<file path="src/rtl/uart_tx_fifo.sv">
// uart_tx_fifo: FIFO-buffered asynchronous serial transmitter with a configurable
// frame format (data width, parity, stop bits), bit period and buffer depth.
module uart_tx_fifo #(
   parameter int CLK_DIV    = 104,
   parameter int DATA_BITS  = 8,
   parameter int PARITY     = 0,
   parameter int STOP_BITS  = 1,
   parameter int FIFO_DEPTH = 4
) (
   input  logic                 clk,
   input  logic                 rst,
   input  logic [DATA_BITS-1:0] data_in,
   input  logic                 data_wr,
   output logic                 ack,
   output logic                 full,
   output logic                 tx,
   output logic                 busy,
   output logic                 end_of_send
);

   localparam int AW = $clog2(FIFO_DEPTH);
   localparam int DW = $clog2(CLK_DIV);
   localparam logic [DW-1:0] DIV_LAST  = DW'(CLK_DIV - 1);
   localparam logic [3:0]    DATA_LAST = 4'(DATA_BITS - 1);
   localparam logic [3:0]    STOP_LAST = 4'(STOP_BITS - 1);

   typedef enum logic [2:0] {IDLE, START, DATA, PAR, STOP} state_t;

   state_t               state, state_nxt;
   logic [DATA_BITS-1:0] mem [FIFO_DEPTH];
   logic [AW-1:0]        wr_ptr, rd_ptr;
   logic [AW:0]          count;
   logic                 push, pop;
   logic [DW-1:0]        div_cnt;
   logic [3:0]           bit_idx;
   logic [DATA_BITS-1:0] shreg;
   logic                 par_bit;
   logic                 bit_done, frame_done, tx_nxt;

   function automatic logic parity_of(input logic [DATA_BITS-1:0] w);
      return (PARITY == 1) ? ~(^w) : (^w);
   endfunction

   assign full       = (count == (AW+1)'(FIFO_DEPTH));
   assign push       = data_wr && !full;
   assign bit_done   = (div_cnt == '0);
   assign frame_done = (state == STOP) && bit_done && (bit_idx == STOP_LAST);
   // The head is popped either from IDLE or on the final stop clock, so
   // back-to-back frames leave no idle gap on the line.
   assign pop        = (count != '0) && ((state == IDLE) || frame_done);

   always_ff @(posedge clk or posedge rst) begin
      if (rst) begin
         wr_ptr <= '0;
         rd_ptr <= '0;
         count  <= '0;
         ack    <= 1'b0;
      end else begin
         ack <= push;
         if (push) wr_ptr <= wr_ptr + AW'(1);
         if (pop)  rd_ptr <= rd_ptr + AW'(1);
         case ({push, pop})
            2'b10:   count <= count + (AW+1)'(1);
            2'b01:   count <= count - (AW+1)'(1);
            default: ;
         endcase
      end
   end

   always_ff @(posedge clk) begin
      if (push) mem[wr_ptr] <= data_in;
   end

   always_ff @(posedge clk) begin
      if (pop) begin
         shreg   <= mem[rd_ptr];
         par_bit <= parity_of(mem[rd_ptr]);
      end else if (state == DATA && bit_done) begin
         shreg <= shreg >> 1;
      end
   end

   // Line outputs are registered from the current state, so tx, busy and
   // end_of_send all trail the FSM by one clock and stay mutually aligned.
   always_ff @(posedge clk or posedge rst) begin
      if (rst) begin
         state       <= IDLE;
         div_cnt     <= DIV_LAST;
         bit_idx     <= '0;
         tx          <= 1'b1;
         busy        <= 1'b0;
         end_of_send <= 1'b0;
      end else begin
         state       <= state_nxt;
         tx          <= tx_nxt;
         busy        <= (state != IDLE);
         end_of_send <= frame_done;
         if (state == IDLE || bit_done) div_cnt <= DIV_LAST;
         else                           div_cnt <= div_cnt - DW'(1);
         if (state_nxt != state) bit_idx <= '0;
         else if (bit_done)      bit_idx <= bit_idx + 4'd1;
      end
   end

   always_comb begin
      state_nxt = state;
      tx_nxt    = 1'b1;
      case (state)
         IDLE: begin
            if (pop) state_nxt = START;
         end
         START: begin
            tx_nxt = 1'b0;
            if (bit_done) state_nxt = DATA;
         end
         DATA: begin
            tx_nxt = shreg[0];
            if (bit_done && bit_idx == DATA_LAST) state_nxt = (PARITY != 0) ? PAR : STOP;
         end
         PAR: begin
            tx_nxt = par_bit;
            if (bit_done) state_nxt = STOP;
         end
         STOP: begin
            if (frame_done) state_nxt = pop ? START : IDLE;
         end
         default: state_nxt = IDLE;
      endcase
   end

endmodule

</file>
<file path="config.mk">
export PLATFORM = sky130hd
export DESIGN_NAME = uart_tx_fifo
export DESIGN_NICKNAME = d
export VERILOG_FILES = /design/src/rtl/uart_tx_fifo.sv
export SDC_FILE = /design/constraint.sdc
export NUM_CORES = 1
export LEC_CHECK = 0
export ABC_AREA = 1
export ABC_CLOCK_PERIOD_IN_PS = 2600
export BUFFER_PORTS_ARGS = -buffer_cell sky130_fd_sc_hd__buf_2
export CAP_MARGIN = 5
export CORE_UTILIZATION = 59
export CTS_CLUSTER_SIZE = 30
export DETAILED_ROUTE_END_ITERATION = 7
export PLACE_DENSITY = 0.77
export SKIP_LAST_GASP = 1
export SLEW_MARGIN = 20
export SYNTH_ARGS = -nofsm -noshare
export SYNTH_HDL_FRONTEND = slang
export SYNTH_SLANG_ARGS = --single-unit
</file>
<file path="constraint.sdc">
create_clock -name clk -period 2.6 [get_ports clk]
set_input_delay 0.26 -clock clk [delete_from_list [all_inputs] [get_ports clk]]
set_output_delay 0.26 -clock clk [all_outputs]
set_load 0.005 [all_outputs]
</file>
==> impl_metrics.tcl, run 1 <==
set metrics [dict create \
    status "finished clean" \
    grt_pass1_vias 1940 \
    synth_cell_types 33 \
    syn2layout_area_growth_pct 11.0 \
    grt_overflow 0 \
    cp_max_fo 6 \
    crit_arrival_ns 2.50 \
    die-area_um2 5570 \
    synth_nets 319 \
    rr_endpoint "count[2]$_DFFE_PP0P_" \
    cts_hold_buf 0 \
    ir_drop_mv 0.496 \
    clockBufferDepth 2 \
    cp_slowest_stage_delay_ns 0.37 \
    gp_congestion 0.833 \
    coreArea_um2 5110 \
    cts_tree "done" \
    crit_path_cell_trace "inv_1, ha_1, nand2_1, nor2_4, nand2_4, nand2_4, nand2_4, inv_1, ha_1, inv_1, fa_1, a21oi_1, o21ai_0, xor2_1" \
    critical-path-top-delay-family "adder cells" \
    post-cts-setup-buffer-count 0 \
    cp_slowest_cell "dfstp_2" \
    syn_avg_cell_area_um2 10.4 \
    layout.nets 342 \
    ctsRootBufferMaster "clkbuf_8" \
    worst_setup_path_start_kind "flop" \
    rows 26 \
    clk_latency_ns 0.33 \
    synth-seq-cells 66 \
    finalCriticalPeriod_ns 2.29 \
    cp-startpoint "div_cnt[0]$_DFF_PP1_" \
    yosys_warnings 0 \
    drt_wl_total_um 4910 \
    grt_pass1_wl_um 8310 \
    finalClockSkew_ns 0.00641 \
    first_pass_iters 4 \
    cap_viol_max_count 0 \
    cts_resized 0 \
    tightest_slew_ns 0.892 \
    cellPowerDensity_nw_per_um2 768 \
    hp-class "in2async" \
    antenna_cells 0 \
    timing.rr.start "div_cnt[0]$_DFF_PP1_" \
    drv_slew 0 \
    cp_num_buf_inv 3 \
    rrSetupSlack_ns 0.31 \
    syn_area_um2 3120 \
    cts_made_buffers 9 \
    holdWs_ns 0.106 \
    finalSetupTns_ns 0 \
    drtIter0Drc 114 \
    wire_per_inst_um 12.4 \
    die_w_um 74.7 \
    die_y_um 74.7 \
    grt_use_total 0.205 \
    grt_setup_unrepaired "false" \
    synthCells 299 \
    required_ns 2.81 \
    clk_pin_slew_ns 0.07 \
    antenna_left 0 \
    post-route-period-util 0.880 \
    dpl.hpwl_um 3550 \
    antenna_found_initial 0 \
    drive_gt1_frac 0.196 \
    hold_viol_final 0 \
    ios 16 \
    yosysSeqAreaShare 0.598 \
    slew_headroom 0.405 \
    reg2regPathDepth 14 \
    htreeDepth 3 \
    via_per_inst 5.08 \
    power.total_mw 2.66 \
    clock-sinks 66 \
    setup-violations-final 0 \
    num_vias 2018 \
    worstSetupPathType "reg2reg" \
    max_freq_mhz 437 \
    drcViolationCount 0 \
    grt_max_degree 26 \
    total_leakage_power_nw 1.55 \
    initial_core_util 0.610 \
    numPortBuffers 15 \
    cp-end-kind "flop" \
]
==> power by group <==
| group | internal (mW) | switching, mW |
|---|---|---|
| Clock | 0.538 | 0.386 |
| Combinational | 0.136 | 0.277 |
| Sequential | 1.27 | 0.0456 |
| Total | 1.95 | 0.709 |
==> worst reg2reg max path, cell delays in order (launching register included) <==
cell	delay [ns]
dfstp_2	0.37
inv_1	0.06
ha_1	0.18
nand2_1	0.09
nor2_4	0.19
nand2_4	0.08
nand2_4	0.07
nand2_4	0.04
inv_1	0.10
ha_1	0.15
inv_1	0.07
fa_1	0.37
a21oi_1	0.13
o21ai_0	0.10
xor2_1	0.15
==> metal layers <==
metal	global-route usage	vias up	routed length (um)
li1	-	1018	-
met1	0.259	949	2250
met2	0.323	49	2440
met3	0.0683	2	203
met4	0.0943	0	14
met5	0	-	0
==> cell type report <==
| class | instances | area (um2) |
|---|---|---|
| Sequential cell | 66 | 1860 |
| Fill cell | 394 | 1650 |
| Multi-Input combinational cell | 197 | 1080 |
| Clock buffer | 9 | 124 |
| Inverter | 31 | 121 |
| Clock inverter | 7 | 92.6 |
| Timing Repair Buffer | 17 | 90.1 |
| Tap cell | 70 | 87.6 |
==> through the flow <==
| stage | std cells | worst slack [ns] | area (um2) | utilization |
|---|---|---|---|---|
| after global placement | 381 | 0.339 | 3240 | 0.634 |
| after floorplan | 299 | 0.384 | 3120 | - |
| after global routing | 397 | 0.0597 | 3460 | 0.677 |
| after CTS | 397 | 0.292 | 3460 | 0.677 |
| after detailed placement | 381 | 0.295 | 3240 | 0.634 |
| final | 397 | 0.313 | 3460 | 0.677 |
==> synth_stat cells (all sizes together) <==
library cell | count | share of area
nand4 | 1 | 0.0020
nand3 | 27 | 0.050
ha | 8 | 0.032
dfstp | 6 | 0.051
nand3b | 1 | 0.0024
xnor2 | 4 | 0.011
xor2 | 9 | 0.028
a22oi | 1 | 0.0024
nor3 | 2 | 0.0032
edfxtp | 41 | 0.40
nor2 | 26 | 0.038
o21ai | 16 | 0.033
a21oi | 2 | 0.0032
or2 | 1 | 0.0020
inv | 31 | 0.039
fa | 1 | 0.0064
and3 | 1 | 0.0020
buf | 5 | 0.017
a31oi | 1 | 0.0020
nand2 | 96 | 0.13
dfrtp | 19 | 0.15
==> state kept, by name (all words and copies together), names as in the netlist, 2 cells and up <==
register  flops
count         3
state         3
mem          32
bit_idx       4
shreg         8
wr_ptr        2
div_cnt       7
rd_ptr        2
==> cell usage in the layout (no fill, tap or decap), types with 2 or more instances in the layout <==
| cell | n |
|---|---|
| o21ai_1 | 3 |
| nor2_1 | 22 |
| clkinvlp_4 | 2 |
| o21ai_2 | 6 |
| inv_6 | 2 |
| clkbuf_8 | 9 |
| nor2_2 | 2 |
| xnor2_1 | 4 |
| nand2_4 | 4 |
| bufinv_16 | 2 |
| dfrtp_1 | 19 |
| nand3_2 | 4 |
| dfstp_2 | 6 |
| o21ai_0 | 7 |
| ha_1 | 8 |
| nand2_1 | 88 |
| nand3_1 | 23 |
| edfxtp_1 | 41 |
| a21oi_1 | 2 |
| inv_1 | 29 |
| nor2_4 | 2 |
| xor2_1 | 8 |
| nand2_2 | 4 |
| buf_4 | 2 |
| buf_2 | 15 |
| nor3_1 | 2 |
==> kinds of logic after synthesis <==
group	share of synthesized area
AOI/OAI and AO/OA	0.0406
and+or+nand+nor	0.228
xor gates and xnor gates	0.0390
buffers and inverters	0.0558
DFF	0.598
adders and majority gates	0.0386
==> how the worst max path moves through the flow <==
stage | cells after the start | end
2_1_floorplan | 14 | count[2]$_DFFE_PP0P_
6_report | 14 | count[2]$_DFFE_PP0P_
3_5_place_dp | 14 | count[2]$_DFFE_PP0P_
4_1_cts | 14 | count[2]$_DFFE_PP0P_
3_3_place_gp | 14 | count[2]$_DFFE_PP0P_
5_1_grt | 14 | count[2]$_DFFE_PP0P_
Note: power is estimated with default switching activity, not from simulation.
==> run 2, diff against run 1 <==
--- a/config.mk
+++ b/config.mk
@@ -9,10 +9,12 @@
 export ABC_CLOCK_PERIOD_IN_PS = 2600
 export BUFFER_PORTS_ARGS = -buffer_cell sky130_fd_sc_hd__buf_2
 export CAP_MARGIN = 5
-export CORE_UTILIZATION = 59
+export CELL_PAD_IN_SITES_DETAIL_PLACEMENT = 0
+export CELL_PAD_IN_SITES_GLOBAL_PLACEMENT = 1
+export CORE_UTILIZATION = 48
 export CTS_CLUSTER_SIZE = 30
 export DETAILED_ROUTE_END_ITERATION = 7
-export PLACE_DENSITY = 0.77
+export PLACE_DENSITY_LB_ADDON = 0.1
 export SKIP_LAST_GASP = 1
 export SLEW_MARGIN = 20
 export SYNTH_ARGS = -nofsm -noshare
==> constraint.sdc (replaced) <==
create_clock -name clk -period 2.6 [get_ports clk]
set_input_delay 0.26 -clock clk [delete_from_list [all_inputs] [get_ports clk]]
set_output_delay 0.26 -clock clk [all_outputs]
set_load 0.1 [all_outputs]
==> run 2 against run 1 <==
The flow now finishes with violations (hold timing). Setup slack gained 0.040 ns. Total power increased by 2.1%. Register-to-register slack improved by 0.04 ns. Sequential power hardly changed. Fmax grew 1.8%. Cell area up 0.76%. Sequential cell count unchanged. Via count down 1.9%. Die area up 22%. Critical path type unchanged.
==> impl_metrics.tcl, run 2 (synthesized netlist as in run 1, its figures left out) <==
set metrics [dict create \
    post-route-period-util 0.864 \
    required_ns 2.82 \
    top_regs "mem x32, shreg x8, div_cnt x7" \
    worst_setup_path_start_kind "flop" \
    fillers 568 \
    dr_wl_met3_um 193 \
    power.total_mw 2.71 \
    initial_core_util 0.511 \
    clockBufferDepth 2 \
    syn2layout_area_growth_pct 11.8 \
    hp-class "in2async" \
    dpl.hpwl_um 3600 \
    holdWs_ns -0.0173 \
    grt_pass1_vias 1808 \
    ir_drop_mv 0.522 \
    die_y_um 82.6 \
    wl_met1_um 2580 \
    finalClockSkew_ns 0.00660 \
    finalCriticalPeriod_ns 2.25 \
    grt_max_degree 26 \
    rr_endpoint "count[2]$_DFFE_PP0P_" \
    antenna_left 0 \
    timing.rr.start "state[1]$_DFF_PP0_" \
    status "complete, but fails checks" \
    hold_viol_final 19 \
    max_freq_mhz 445 \
    clk_latency_ns 0.34 \
    htreeDepth 3 \
    gp_congestion 0.799 \
    die-area_um2 6820 \
    drive_gt1_frac 0.208 \
    worstSetupEndpoint "count[2]$_DFFE_PP0P_" \
    cts_resized 0 \
    grt_use_total 0.176 \
    setup-violations-final 0 \
    violations "hold timing" \
    ios 16 \
    final_common_cell "nand2_1" \
    antenna_cells 0 \
    drtIter0Drc 93 \
    instances_no_fill 406 \
    max_flop_register "mem" \
    highest_layer "met4" \
    total_leakage_power_nw 1.56 \
    fin_util 0.571 \
    antenna_found_initial 0 \
    cp-end-kind "flop" \
    dr_wl_met2_um 2200 \
    cts_made_buffers 9 \
    cp_max_fo 6 \
    wire_per_inst_um 12.4 \
    die_w_um 82.6 \
    largest_reg_flops 32 \
    rows 28 \
    numPortBuffers 15 \
    layout_common_cells "nand2_1, edfxtp_1, inv_1" \
    worstSetupPathType "reg2reg" \
    grt_overflow 0 \
    cellPowerDensity_nw_per_um2 778 \
    tightest_slew_ns 0.862 \
    crit_arrival_ns 2.47 \
    via_per_inst 4.88 \
    grt_pass1_wl_um 8630 \
    drv_slew 0 \
    drcViolationCount 0 \
    first_pass_iters 4 \
    num_vias 1980 \
    slew_headroom 0.422 \
    clk_pin_slew_ns 0.08 \
    finalSetupTns_ns 0 \
    rrSetupSlack_ns 0.35 \
    ctsRootBufferMaster "clkbuf_8" \
    cp-startpoint "state[1]$_DFF_PP0_" \
    reg2regPathDepth 13 \
    cap_viol_max_count 0 \
    drt_wl_total_um 5050 \
    layout.nets 346 \
    coreArea_um2 6100 \
    dp.cells 389 \
    clock-sinks 66 \
    cts_tree "done" \
    grt_setup_unrepaired "false" \
]
-- run 2: cell types whose count changed in the layout (fill, tap and decap cells not counted), sizes merged --
cell    delta
buf        +4
clkinv     -1
bufinv     -1
inv        +2
-- run 2: how the worst min path moves through the flow --
stage	start	to	slack [ns]	depth (start not counted)
after floorplan	rst	ack$_DFF_PP0_	0.28	1
after global placement	div_cnt[0]$_DFF_PP1_	div_cnt[0]$_DFF_PP1_	0.44	1
after detailed placement	div_cnt[0]$_DFF_PP1_	div_cnt[0]$_DFF_PP1_	0.44	1
after CTS	data_in[3]	mem[3][3]$_DFFE_PP_	0.12	1
after global routing	rst	wr_ptr[1]$_DFFE_PP0P_	0.04	2
final	rst	wr_ptr[1]$_DFFE_PP0P_	-0.02	2
-- run 2: critical path, stage by stage (launching register included) --
cell,delay [ns]
dfrtp_1,0.45
nor2_1,0.14
nand2_1,0.10
nor2_2,0.15
nand2_4,0.07
nand2_4,0.07
nand2_4,0.04
inv_1,0.12
ha_1,0.16
inv_1,0.07
fa_1,0.38
a21oi_1,0.14
o21ai_0,0.11
xor2_1,0.15
-- run 2: layout make-up --
cell class	instances	area [um2]	share of cell area
Timing Repair Buffer	21	120	0.0345
Inverter	31	121	0.0348
Clock inverter	7	82.6	0.0237
Multi-Input combinational cell	197	1080	0.309
Clock buffer	9	124	0.0356
Tap cell	75	93.8	0.0269
Sequential cell	66	1860	0.535
-- run 2: power by group --
| group | switching (mW) | internal (mW) | leakage [nW] | total (mW) |
|---|---|---|---|---|
| clock network | 0.429 | 0.459 | 0.0988 | 0.888 |
| registers | 0.0420 | 1.27 | 0.669 | 1.31 |
| logic | 0.359 | 0.152 | 0.791 | 0.511 |
-- run 2: metal layers --
metal,up-vias,track usage
met3,8,0.0462
met4,0,0.0828
met2,32,0.253
met5,-,0
met1,912,0.248
li1,1028,-
-- run 2: timing repair --
item                       in CTS  in global routing
setup endpoints to repair       0                  1
buffers inserted                0                  1
hold buffers                    0                  0
-- run 2: per-stage QoR --
step                setup WS, ns  hold slack, ns  instance area, um2
floorplan                  0.384           0.283                3120
global placement           0.303           0.440                3270
detailed placement         0.266           0.444                3270
CTS                        0.250           0.116                3480
global route              0.0697          0.0404                3480
finish                     0.353         -0.0173                3480
